==> src/rtl/parity3_pkg.sv <==
// Shared definitions for the 3-bit parity frame receiver.
package parity3_pkg;

  localparam int FRAME_DATA_BITS = 3;
  localparam int ERR_COUNT_W     = 8;

  typedef enum logic [2:0] {
    IDLE   = 3'd0,
    START  = 3'd1,
    DATA   = 3'd2,
    PARITY = 3'd3,
    STOP   = 3'd4
  } rx_state_t;

  // Returns 1 when data plus parity bit do not match the selected parity sense.
  function automatic logic parity_fail(input logic [FRAME_DATA_BITS-1:0] data,
                                       input logic                       par,
                                       input logic                       odd);
    return (^data) ^ par ^ odd;
  endfunction

endpackage

==> src/rtl/parity3_frame_rx_bit_timer.sv <==
// Mid-bit sample strobe generator. A restart with half=1 places the first
// tick half a bit later; after that a tick comes every CLKS_PER_BIT cycles.
module bit_timer
  import parity3_pkg::*;
#(
  parameter int CLKS_PER_BIT = 4
) (
  input  logic clk,
  input  logic nrst,
  input  logic restart,
  input  logic half,
  output logic tick
);

  localparam int CNT_W = $clog2(CLKS_PER_BIT);
  localparam logic [CNT_W-1:0] FULL_LOAD = CNT_W'(CLKS_PER_BIT - 1);
  localparam logic [CNT_W-1:0] HALF_LOAD = CNT_W'(CLKS_PER_BIT / 2 - 1);

  logic [CNT_W-1:0] r_cnt;
  logic [CNT_W-1:0] w_cnt_next;

  // Next countdown value: reload on restart or on expiry, otherwise decrement.
  always_comb begin
    w_cnt_next = r_cnt;
    if (restart) begin
      w_cnt_next = half ? HALF_LOAD : FULL_LOAD;
    end else if (r_cnt == {CNT_W{1'b0}}) begin
      w_cnt_next = FULL_LOAD;
    end else begin
      w_cnt_next = r_cnt - CNT_W'(1);
    end
  end

  // Countdown register.
  always_ff @(posedge clk or negedge nrst) begin
    if (!nrst) begin
      r_cnt <= {CNT_W{1'b0}};
    end else begin
      r_cnt <= w_cnt_next;
    end
  end

  assign tick = (r_cnt == {CNT_W{1'b0}});

endmodule

==> src/rtl/parity3_frame_rx.sv <==
// Serial receiver for start + 3 data bits + parity + stop frames, with
// parity/framing checks and a saturating error counter.
module parity3_frame_rx
  import parity3_pkg::*;
#(
  parameter int CLKS_PER_BIT = 4,
  parameter int ODD_PARITY   = 0
) (
  input  logic                       clk,
  input  logic                       nrst,
  input  logic                       rx,
  output logic [FRAME_DATA_BITS-1:0] data_out,
  output logic                       data_valid,
  output logic                       parity_err,
  output logic                       frame_err,
  output logic                       busy,
  output logic [ERR_COUNT_W-1:0]     err_count
);

  localparam int   BIT_CNT_W = $clog2(FRAME_DATA_BITS);
  localparam logic ODD_BIT   = (ODD_PARITY != 0);
  localparam logic [BIT_CNT_W-1:0] LAST_DATA = BIT_CNT_W'(FRAME_DATA_BITS - 1);

  rx_state_t r_state;
  rx_state_t w_state_next;

  logic                       w_tick;
  logic                       w_restart;
  logic                       w_half;
  logic                       w_sample_data;
  logic                       w_sample_par;
  logic                       w_sample_stop;

  logic [BIT_CNT_W-1:0]       r_bit_cnt;
  logic [FRAME_DATA_BITS-1:0] r_shift;
  logic                       r_par;
  logic                       r_pend_valid;
  logic                       r_pend_perr;
  logic                       r_pend_ferr;
  logic [FRAME_DATA_BITS-1:0] r_data_out;
  logic                       r_data_valid;
  logic                       r_parity_err;
  logic                       r_frame_err;
  logic                       r_busy;
  logic [ERR_COUNT_W-1:0]     r_err_count;

  // The only restart is the start-bit detect, which always wants a half bit.
  assign w_half = (r_state == IDLE);

  bit_timer #(
    .CLKS_PER_BIT(CLKS_PER_BIT)
  ) u_bit_timer (
    .clk    (clk),
    .nrst   (nrst),
    .restart(w_restart),
    .half   (w_half),
    .tick   (w_tick)
  );

  // Next-state and sample-strobe decode; only timer ticks move past START.
  always_comb begin
    w_state_next  = r_state;
    w_restart     = 1'b0;
    w_sample_data = 1'b0;
    w_sample_par  = 1'b0;
    w_sample_stop = 1'b0;
    case (r_state)
      IDLE: begin
        if (!rx) begin
          w_state_next = START;
          w_restart    = 1'b1;
        end else begin
          w_state_next = IDLE;
        end
      end
      START: begin
        if (w_tick) begin
          w_state_next = rx ? IDLE : DATA;
        end else begin
          w_state_next = START;
        end
      end
      DATA: begin
        if (w_tick) begin
          w_sample_data = 1'b1;
          w_state_next  = (r_bit_cnt == LAST_DATA) ? PARITY : DATA;
        end else begin
          w_state_next = DATA;
        end
      end
      PARITY: begin
        if (w_tick) begin
          w_sample_par = 1'b1;
          w_state_next = STOP;
        end else begin
          w_state_next = PARITY;
        end
      end
      STOP: begin
        if (w_tick) begin
          w_sample_stop = 1'b1;
          w_state_next  = IDLE;
        end else begin
          w_state_next = STOP;
        end
      end
      default: begin
        w_state_next = IDLE;
      end
    endcase
  end

  // State register plus busy, registered from the next state.
  always_ff @(posedge clk or negedge nrst) begin
    if (!nrst) begin
      r_state <= IDLE;
      r_busy  <= 1'b0;
    end else begin
      r_state <= w_state_next;
      r_busy  <= (w_state_next != IDLE);
    end
  end

  // Shift register, bit counter and captured parity bit.
  always_ff @(posedge clk or negedge nrst) begin
    if (!nrst) begin
      r_bit_cnt <= {BIT_CNT_W{1'b0}};
      r_shift   <= {FRAME_DATA_BITS{1'b0}};
      r_par     <= 1'b0;
    end else if (w_restart) begin
      r_bit_cnt <= {BIT_CNT_W{1'b0}};
      r_shift   <= {FRAME_DATA_BITS{1'b0}};
      r_par     <= 1'b0;
    end else if (w_sample_data) begin
      r_bit_cnt <= r_bit_cnt + BIT_CNT_W'(1);
      r_shift   <= {r_shift[FRAME_DATA_BITS-2:0], rx};
    end else if (w_sample_par) begin
      r_par <= rx;
    end else begin
      r_bit_cnt <= r_bit_cnt;
    end
  end

  // Frame completion: latch data and checks on the stop sample edge.
  always_ff @(posedge clk or negedge nrst) begin
    if (!nrst) begin
      r_data_out   <= {FRAME_DATA_BITS{1'b0}};
      r_pend_valid <= 1'b0;
      r_pend_perr  <= 1'b0;
      r_pend_ferr  <= 1'b0;
    end else if (w_sample_stop) begin
      r_data_out   <= r_shift;
      r_pend_valid <= 1'b1;
      r_pend_perr  <= parity_fail(r_shift, r_par, ODD_BIT);
      r_pend_ferr  <= ~rx;
    end else begin
      r_pend_valid <= 1'b0;
      r_pend_perr  <= 1'b0;
      r_pend_ferr  <= 1'b0;
    end
  end

  // One-cycle result pulses and the saturating error counter.
  always_ff @(posedge clk or negedge nrst) begin
    if (!nrst) begin
      r_data_valid <= 1'b0;
      r_parity_err <= 1'b0;
      r_frame_err  <= 1'b0;
      r_err_count  <= {ERR_COUNT_W{1'b0}};
    end else begin
      r_data_valid <= r_pend_valid;
      r_parity_err <= r_pend_valid & r_pend_perr;
      r_frame_err  <= r_pend_valid & r_pend_ferr;
      if (r_pend_valid && (r_pend_perr || r_pend_ferr) &&
          (r_err_count != {ERR_COUNT_W{1'b1}})) begin
        r_err_count <= r_err_count + ERR_COUNT_W'(1);
      end else begin
        r_err_count <= r_err_count;
      end
    end
  end

  assign data_out   = r_data_out;
  assign data_valid = r_data_valid;
  assign parity_err = r_parity_err;
  assign frame_err  = r_frame_err;
  assign busy       = r_busy;
  assign err_count  = r_err_count;

endmodule
==> config.mk <==
export PLATFORM = sky130hd
export DESIGN_NAME = parity3_frame_rx
export DESIGN_NICKNAME = d
export VERILOG_FILES = /design/src/rtl/parity3_pkg.sv /design/src/rtl/parity3_frame_rx_bit_timer.sv /design/src/rtl/parity3_frame_rx.sv
export SDC_FILE = /design/constraint.sdc
export NUM_CORES = 1
export LEC_CHECK = 0
export ABC_AREA = 1
export CAP_MARGIN = 10
export CORE_MARGIN = 2
export CORE_UTILIZATION = 57
export CTS_CLUSTER_DIAMETER = 30
export DETAILED_ROUTE_END_ITERATION = 8
export MAX_ROUTING_LAYER = met4
export PLACE_DENSITY = 0.82
export RECOVER_POWER = 100
export SKIP_CTS_REPAIR_TIMING = 1
export SLEW_MARGIN = 30
export SYNTH_ARGS = -nofsm -noshare
export SYNTH_HDL_FRONTEND = slang
export SYNTH_SLANG_ARGS = --single-unit
export TNS_END_PERCENT = 100
==> constraint.sdc <==
create_clock -name clk -period 2.75 [get_ports clk]
set_input_delay 0.55 -clock clk [delete_from_list [all_inputs] [get_ports clk]]
set_output_delay 0.55 -clock clk [all_outputs]
set_load 0.02 [all_outputs]
==> results.tsv <==
stage	metric	value	unit
run_status	status	complete, but fails checks	
run_status	violations	max-capacitance violations	
synth	ys_seq_elements	29	
cts	numCtsBuffers	5	
power_and_ir_drop	ir_drop	0.531	mV
cts	clock_path_buffers	2	
synth	yosysUniqueCellTypes	22	
sta	min_period	2.01	ns
critical_path	critPathMaxStageDelay	0.70	ns
global_route	grt.overflow.total	0	
final_layout	final_nets	189	
die	die_area	2800	um^2
drt	wirelength	2400	um
synth	netlist_instances	158	
synth	syn_avg_cell_area	8.63	um^2
critical_path	path_max_fanout	5	
sta	max_freq	497	MHz
power_and_ir_drop	p_leak	0.839	nW
place	dpl_worst_slack	1.06	ns
drt	firstDrtPassIters	4	
final_layout	final_common_cell	nand2_1	
critical_path	crit_chain	dlygate4sd3_1	
critical_path	critPathLaunchType	flip-flop	
sta	finClkSkew	0.00533	ns
sta	post-route-period-util	0.732	
drt	drc_errors	0	
die	die_w	52.9	um
place	dp_hpwl	1780	um
sta	fin_hold_ws	0.410	ns
global_route	antenna_found_initial	0	
critical_path	cp_slowest_cell	dlygate4sd3_1	
critical_path	worstPathRequired	2.20	ns
drt	drt_iter0_drc	20	
critical_path	end_kind	primary output	
final_layout	most-common-layout-cells	52 x nand2_1, 29 x dfrtp_1, 23 x inv_1	
global_route	grt_start_max_net_pins	30	
critical_path	crit_family	buffers and inverters	
drt	drt-wirelength-per-cell	11.3	um
power_and_ir_drop	powerDensity	752	nW/um^2
die	die_h	52.9	um
sta	rsz0062_at_grt	false	
final_layout	n_antenna_cell	0	
drt	vias	1058	
global_route	grt_pass1_wl	4000	um
critical_path	cp.arrival	1.46	ns
sta	setup_violations	0	
sta	hold_viol	0	
critical_path	crit_buf_inv	1	
final_layout	nFillCells	184	
synth	yosysWarnings	0	
final_layout	drive_gt1_frac	0.0707	
die	coreArea	2230	um^2
cts	cts-root-buf	clkbuf_4	
sta	tns	0	ns
drt	antenna_left	0	
final_layout	synthToLayoutAreaGrowth	16.3	%
place	gp_congestion	0.761	
cts	clock_sinks	29	
drt	avgViaCountPerCell	4.99	
synth	yosysSeqAreaShare	0.532	
worst_hold_path	min_path_type	flip-flop to flip-flop	
cts	cts_tree	built	
synth	netlist_area	1360	um^2
sta	layout_setup_ws	0.737	ns
sta	tightest_slew	1.50	ns
die	ios	18	
sta	maxSlewHeadroom	0.00167	
cts	insertion_delay	0.32	ns
global_route	grt_use_total	0.213	
synth	syn_nets	164	
sta	slew_violations	0	
die	initial_core_util	0.611	
die	rows	17	
global_route	grt_pass1_vias	963	
run	max_cap_violations	1	
cts	clkTransAtPathRegs	0.09	ns
critical_path	worstSetupPathType	flip-flop to primary output	
cts	cts-htree-levels	2	
place	port_buffers	17	
path summary, 6_finish.rpt:
check	start	to	slack [ns]	cells after the start
worst max-delay path	err_count[3]$_DFFE_PN0P_	err_count[3]	0.74	1
worst min-delay path	r_pend_valid$_DFF_PN0_	data_valid$_DFF_PN0_	0.41	0
worst max register to register	err_count[1]$_DFFE_PN0P_	err_count[6]$_DFFE_PN0P_	0.90	8
worst min register to register	r_pend_valid$_DFF_PN0_	data_valid$_DFF_PN0_	0.41	0
max in group asynchronous	nrst	u_bit_timer.r_cnt[0]$_DFF_PN0_	0.76	2
min in group asynchronous	nrst	err_count[5]$_DFFE_PN0P_	1.11	2
power by group:
| group | switching [mW] | total [mW] | leakage (nW) | internal, mW |
|---|---|---|---|---|
| Clock | 0.138 | 0.235 | 0.0320 | 0.0971 |
| Combinational | 0.239 | 0.382 | 0.418 | 0.143 |
| Sequential | 0.0608 | 0.577 | 0.388 | 0.516 |
| Total | 0.437 | 1.19 | 0.839 | 0.757 |
logic make-up (layout without fill, tap and decap cells):
kind of cell               Yosys count  count (layout)  share of synthesized area
DFF                                 29              29                      0.532
and+or+nand+nor                     83              83                      0.284
buffers and inverters               24              50                     0.0697
adders and majority gates            3               3                     0.0275
AOI/OAI and AO/OA                   15              15                     0.0606
xor gates and xnor gates             4               4                     0.0257
cells in the mapped netlist:
| cell type | n | area [um^2] |
|---|---|---|
| inv_6 | 1 | 8.76 |
| o21ai_2 | 1 | 8.76 |
| nor2_4 | 1 | 11.3 |
| xnor2_1 | 3 | 26.3 |
| o22ai_1 | 2 | 12.5 |
| nand3_2 | 3 | 30.0 |
| nand2_2 | 1 | 6.26 |
| nand3_1 | 11 | 55.1 |
| dfrtp_1 | 29 | 726 |
| nor2_2 | 1 | 6.26 |
| a31oi_1 | 1 | 6.26 |
| nor2_1 | 11 | 41.3 |
| nand4_1 | 3 | 18.8 |
| a21oi_1 | 1 | 5.00 |
| xor2_1 | 1 | 8.76 |
| inv_2 | 2 | 7.51 |
| o21ai_0 | 10 | 50.1 |
| inv_1 | 21 | 78.8 |
| nand2_8 | 1 | 20.0 |
| nand2_1 | 50 | 188 |
| nand2_4 | 1 | 11.3 |
| ha_1 | 3 | 37.5 |
registers in the layout (all words and copies together) (netlist names):
signal	cells
data_out	3
err_count	8
u_bit_timer.r_cnt	2
frame_err	1
r_pend_perr	1
r_shift	3
parity_err	1
busy	1
r_bit_cnt	2
r_pend_valid	1
r_state	3
r_par	1
data_valid	1
r_pend_ferr	1
final cells by class:
class	instances	area, um^2	share of cell area
clock inverters	2	10.0	0.00631
repair buffers	18	174	0.110
well taps	28	35.0	0.0221
multi-input cells	105	509	0.321
clock buffers	6	41.3	0.0260
inverters	24	91.3	0.0576
flip-flops and latches	29	726	0.457
metrics by stage:
stage / instance area (um^2) / power, mW / cells / util
final: 1590 / 1.19 / 212 / 0.710
after global routing: 1590 / 1.28 / 212 / 0.710
after CTS: 1630 / 1.23 / 212 / 0.729
after detailed placement: 1580 / 0.995 / 204 / 0.706
after global placement: 1580 / 0.979 / 204 / 0.706
after floorplan: 1360 / 0.851 / 158 / -
layer usage:
layer  global-route usage  part of all wire
met3               0.0678             0.035
met4                0.115             0.023
met2                0.327              0.48
met5                    -                 0
met1                0.250              0.46
No activity file was read; power rests on OpenSTA's default activity.
